==> src/rtl/gf16_pkg.sv <==
// Shared definitions for the GF(2^16) divider: field constants, FSM state
// encoding and a bit-exact software multiply for benches.
package gf16_pkg;

    localparam int          GF_M    = 16;
    localparam logic [15:0] GF_POLY = 16'h002D;

    typedef enum logic [2:0] {
        IDLE = 3'd0,
        SQR  = 3'd1,
        MULB = 3'd2,
        FSQR = 3'd3,
        MULA = 3'd4
    } state_t;

    // Carry-less product followed by top-down reduction. Each set bit k >= 16
    // folds back onto k-11, k-13, k-14 and k-16.
    function automatic logic [15:0] gf16_mul_f(input logic [15:0] a, input logic [15:0] b);
        logic [30:0] p;
        p = '0;
        for (int i = 0; i < 16; i++) begin
            if (b[i]) begin
                p = p ^ ({15'b0, a} << i);
            end
        end
        for (int k = 30; k >= 16; k--) begin
            if (p[k]) begin
                p[k]      = 1'b0;
                p[k - 11] = ~p[k - 11];
                p[k - 13] = ~p[k - 13];
                p[k - 14] = ~p[k - 14];
                p[k - 16] = ~p[k - 16];
            end
        end
        return p[15:0];
    endfunction

endpackage

==> src/rtl/gf16_mul_comb.sv <==
// Combinational GF(2^16) multiplier over x^16 + x^5 + x^3 + x^2 + 1.
module gf16_mul_comb
    import gf16_pkg::*;
(
    input  logic [GF_M-1:0] i_x,
    input  logic [GF_M-1:0] i_y,
    output logic [GF_M-1:0] o_p
);

    // Shift-and-XOR partial products, then fold the high bits down one at a
    // time from the top so that folds landing at >= 16 are caught later.
    always_comb begin : p_mul
        logic [30:0] v_acc;
        v_acc = '0;
        for (int i = 0; i < GF_M; i++) begin
            if (i_y[i]) begin
                v_acc = v_acc ^ ({15'b0, i_x} << i);
            end
        end
        for (int k = 30; k >= GF_M; k--) begin
            if (v_acc[k]) begin
                v_acc[k]             = 1'b0;
                v_acc[k - GF_M +: 16] = v_acc[k - GF_M +: 16] ^ GF_POLY;
            end
        end
        o_p = v_acc[GF_M-1:0];
    end

endmodule

==> src/rtl/gf16_divider.sv <==
// Sequential GF(2^16) divider: Q = A * B^(2^16-2), one multiply per clock,
// fixed 30-cycle latency. B == 0 yields Q = 0 with div_by_zero flagged.
//
// state | meaning
// IDLE  | waiting for start; outputs hold the last result
// SQR   | r <= r*r (first half of a square-and-multiply round)
// MULB  | r <= r*b, round count advances; 14 rounds build B^(2^15-1)
// FSQR  | final square, r becomes B^(2^16-2) = B^-1
// MULA  | quotient <= r*a, pulse done
module gf16_divider
    import gf16_pkg::*;
(
    input  logic            clk,
    input  logic            rst_n,
    input  logic            start,
    input  logic [GF_M-1:0] din_a,
    input  logic [GF_M-1:0] din_b,
    output logic            busy,
    output logic            done,
    output logic [GF_M-1:0] quotient,
    output logic            div_by_zero
);

    state_t          r_state;
    logic [GF_M-1:0] r_a;
    logic [GF_M-1:0] r_b;
    logic [GF_M-1:0] r_r;
    logic [3:0]      r_rnd;
    logic            r_busy;
    logic            r_done;
    logic [GF_M-1:0] r_quot;
    logic            r_dbz;

    logic [GF_M-1:0] w_op_y;
    logic [GF_M-1:0] w_prod;

    // Second multiplier operand: r for squaring, b or a for the multiply steps.
    always_comb begin
        w_op_y = r_r;
        case (r_state)
            MULB:    w_op_y = r_b;
            MULA:    w_op_y = r_a;
            default: w_op_y = r_r;
        endcase
    end

    gf16_mul_comb u_mul (
        .i_x (r_r),
        .i_y (w_op_y),
        .o_p (w_prod)
    );

    // Control FSM, operand registers and registered outputs.
    always_ff @(posedge clk or negedge rst_n) begin
        if (!rst_n) begin
            r_state <= IDLE;
            r_a     <= '0;
            r_b     <= '0;
            r_r     <= '0;
            r_rnd   <= '0;
            r_busy  <= 1'b0;
            r_done  <= 1'b0;
            r_quot  <= '0;
            r_dbz   <= 1'b0;
        end else begin
            r_done <= 1'b0;
            case (r_state)
                IDLE: begin
                    if (start) begin
                        r_a     <= din_a;
                        r_b     <= din_b;
                        r_r     <= din_b;
                        r_rnd   <= '0;
                        r_busy  <= 1'b1;
                        r_state <= SQR;
                    end
                end
                SQR: begin
                    r_r     <= w_prod;
                    r_state <= MULB;
                end
                MULB: begin
                    r_r     <= w_prod;
                    r_rnd   <= r_rnd + 4'd1;
                    r_state <= (r_rnd == 4'd13) ? FSQR : SQR;
                end
                FSQR: begin
                    r_r     <= w_prod;
                    r_state <= MULA;
                end
                MULA: begin
                    r_quot  <= w_prod;
                    r_dbz   <= (r_b == '0);
                    r_done  <= 1'b1;
                    r_busy  <= 1'b0;
                    r_state <= IDLE;
                end
                default: begin
                    r_state <= IDLE;
                end
            endcase
        end
    end

    assign busy        = r_busy;
    assign done        = r_done;
    assign quotient    = r_quot;
    assign div_by_zero = r_dbz;

endmodule

==> config.mk <==
export PLATFORM = sky130hd
export DESIGN_NAME = gf16_divider
export DESIGN_NICKNAME = d
export VERILOG_FILES = /design/src/rtl/gf16_pkg.sv /design/src/rtl/gf16_mul_comb.sv /design/src/rtl/gf16_divider.sv
export SDC_FILE = /design/constraint.sdc
export NUM_CORES = 1
export LEC_CHECK = 0
export ABC_AREA = 1
export CELL_PAD_IN_SITES_DETAIL_PLACEMENT = 0
export CELL_PAD_IN_SITES_GLOBAL_PLACEMENT = 1
export CORE_MARGIN = 4
export CORE_UTILIZATION = 43
export CTS_CLUSTER_SIZE = 16
export DETAILED_ROUTE_END_ITERATION = 12
export PLACE_DENSITY_LB_ADDON = 0.25
export SYNTH_ARGS = -nofsm -noshare
export SYNTH_HDL_FRONTEND = slang
export SYNTH_SLANG_ARGS = --single-unit
==> constraint.sdc <==
create_clock -name clk -period 3.2 [get_ports clk]
set_clock_uncertainty 0.05 [all_clocks]
set_input_delay 0.96 -clock clk [delete_from_list [all_inputs] [get_ports clk]]
set_output_delay 0.96 -clock clk [all_outputs]
set_load 0.02 [all_outputs]
==> impl_metrics.toml <==
[worst_setup_path]
r2r_start = "r_state[0]"
critical-path-slowest-cell = "dfrtp_2"
crit_top_cell = "nand2_1"
worstPathArrival_ps = 3290
crit_path_max_incr_delay_ps = 450
startpoint = "r_state[0]"
criticalPathCategory = "flop to flop"
required_ps = 3410
path_cells = "nor2_4, nand2_8, nand3_1, nand3_4, buf_4, nand2_2, xor2_1, nand2_1, nand2_1, nand3_1, nand2_1, nand2_1, nand2_2, inv_1, nand2_1, nand2_1, nand3b_1, nand3_2, nand2_1"
cp-end-kind = "flop"
crit_path_start_kind = "flop"
path_max_fanout = 9
critPathTopFamily = "simple AND/OR/NAND/NOR gates"
path_buf_inv = 2

[cells_and_area]
fill_cells = 2059
instances_no_fill = 1890
area_growth_pct = 26.1
fin_nets = 1657
drive_gt1_share_pct = 16.3
diodes = 0

[floorplan]
die_h_um = 150
start_util_pct = 44.1
rows = 51
die_x_um = 150
coreArea_um2 = 19700
die_area_um2 = 22500
boundaryPins = 54

[synthesis]
synth_flop_cell = "dfrtp_1"
yosysWarnings = 0
syn_nets = 1531
ys_types = 43
synth.cell_area_um2 = 8670
netlist_top_cells_area = "nand2_1, dfrtp_1, nand3_1, xor2_1, nor2_1"
synth_cells = 1494
yosysSeqAreaShare_pct = 21.4
synthArstFlopShare_pct = 100
netlist.area_leader.share_pct = 26.0
synth.avg_cell_area_um2 = 5.80
synth_edf_count = 0
synth_seq_cells = 74
yosysTopAreaCell = "nand2_1"

[clock_tree]
clk_latency_ps = 360
cts_root_buf = "clkbuf_16"
numCtsBuffers = 9
clock_path_buffers = 2
hold_buffers = 0
cts_tree = "yes"
clock-sinks = 74
path_clk_slew_ps = 80
htreeDepth = 3

[outcome]
status = "complete, no violations"

[route]
num_vias = 10021
viasPerCell = 5.30
wl_mm = 34.5
route.detailed.drc = 0
drt-initial-drc-count = 969
final_antenna_net_count = 0
drt_pre_antenna_iters = 5
routedWlPerCell_um = 18.2

[sta]
worst_pin_slew_ps = 428
period_needed_ps = 3080
hold_viol_final = 0
slew_headroom_pct = 71.5
clock.fmax_mhz = 325
slew_viol_final = 0
setup_viol = 0
final.period_utilization_pct = 96.3
grt_setup_unrepaired = "yes"

[min_path]
hp-class = "flop to flop"
min-delay-start = "busy"

[grt]
grt.overflow.total = 0
grt_max_degree = 75
grt_first_pass_wirelength_mm = 52.6
grt_pass1_vias = 9400
grtUsageTotal_pct = 30.9
grt_antenna_before_repair = 0

[place]
dp_hpwl_mm = 26.9
port_buffers = 53
place_inst = 1849
gp_congestion = 1.03

[flow_run]
cap_violations = 0
[tightest hold or removal path, stage by stage (launching register included)]
cell and delay, ps:
dfrtp_1 340, nand2_1 50, nand2_1 50
[layout make-up]
type | count | area, um^2 | area share [%]
timing repair buffer | 174 | 1530 | 14.0
inverter | 150 | 586 | 5.36
multi-input combinational | 1211 | 6320 | 57.8
sequential | 74 | 1850 | 17.0
clock inverter | 7 | 82.6 | 0.756
tap | 265 | 332 | 3.03
clock buffer | 9 | 225 | 2.06
[sequential cells by signal (all words and copies together), names as in the netlist, 3 cells and up]
register	cells
r_r	16
r_a	16
quotient	16
r_state	3
r_b	16
r_rnd	4
[layer usage]
layer,wire [um],vias up,track usage (%)
met5,0,-,0
met2,16000,409,51.0
met3,2610,88,3.18
li1,-,4884,-
met4,1480,0,12.6
met1,14300,4640,41.4
[Yosys cell counts (3+ instances only)]
cell type,n
o22ai_1,4
nand4_1,17
dfrtp_1,74
buf_6,5
or2_1,7
nor4_1,4
buf_2,12
nand3_1,163
xor2_1,84
inv_2,7
inv_1,135
buf_4,9
xnor2_1,34
clkbuf_1,34
o21ai_1,12
nand3b_1,27
o21bai_1,4
nor2_4,4
clkinv_1,5
nand3_2,9
nand2_2,17
nand2_1,600
nor2_2,13
a21oi_1,3
a21o_1,4
o21ai_0,36
nor2_1,149
[through the flow]
stage / util [%] / setup WS (ps) / cell area (um^2) / hold slack, ps / setup TNS (ps)
2_1_floorplan: - / 653 / 8670 / 399 / 0
3_5_place_dp: 50.8 / -162 / 9990 / 409 / -696
5_1_grt: 55.6 / -80.4 / 10900 / 464 / -426
6_report: 55.6 / 119 / 10900 / 423 / 0
3_3_place_gp: 50.8 / -119 / 9990 / 409 / -304
4_1_cts: 52.6 / 3.88 / 10300 / 425 / 0
[logic make-up (layout without fill, tap and decap cells)]
family	after synthesis	after routing	share of synthesized area, %
and+or+nand+nor	1018	1020	51.1
buffers and inverters	212	340	10.4
xor gates and xnor gates	121	121	12.6
DFF	74	74	21.4
AOI/OAI and AO/OA	67	68	4.30
adders and majority gates	2	2	0.289
[cells in the final DEF, fill, tap and decap left out, drive strengths merged]
| master | n |
|---|---|
| a21o | 4 |
| a21oi | 3 |
| and2 | 1 |
| buf | 122 |
| bufinv | 1 |
| clkbuf | 9 |
| clkdlybuf4s50 | 52 |
| clkinv | 7 |
| clkinvlp | 1 |
| dfrtp | 74 |
| ha | 2 |
| inv | 148 |
| nand2 | 622 |
| nand3 | 174 |
| nand3b | 27 |
| nand4 | 17 |
| nor2 | 166 |
| nor4 | 4 |
| o211ai | 1 |
| o21ai | 51 |
| o21bai | 4 |
| o22ai | 4 |
| o31ai | 1 |
| or2 | 9 |
| xnor2 | 35 |
| xnor3 | 1 |
| xor2 | 85 |
[path summary, 6_finish.rpt]
| path | to | slack (ps) | cells past startpoint |
|---|---|---|---|
| max in group asynchronous | r_r[10] | 2190 | 2 |
| worst min-delay path | busy | 420 | 2 |
| worst max-delay path | r_r[7] | 120 | 19 |
| min in group asynchronous | r_a[13] | 550 | 2 |
| worst min register to register | busy | 420 | 2 |
| worst max register to register | r_r[7] | 120 | 19 |
[repair_timing]
action | in CTS | in global routing
resized for setup | 7 | 92
cloned | 0 | 3
setup buffers | 0 | 22
pin swaps | 0 | 29
endpoints found under the setup margin | 14 | 32
Power is left out: the tool's default activity adds up to more than one toggle a clock period on the data nets, which glitch-free logic cannot reach.
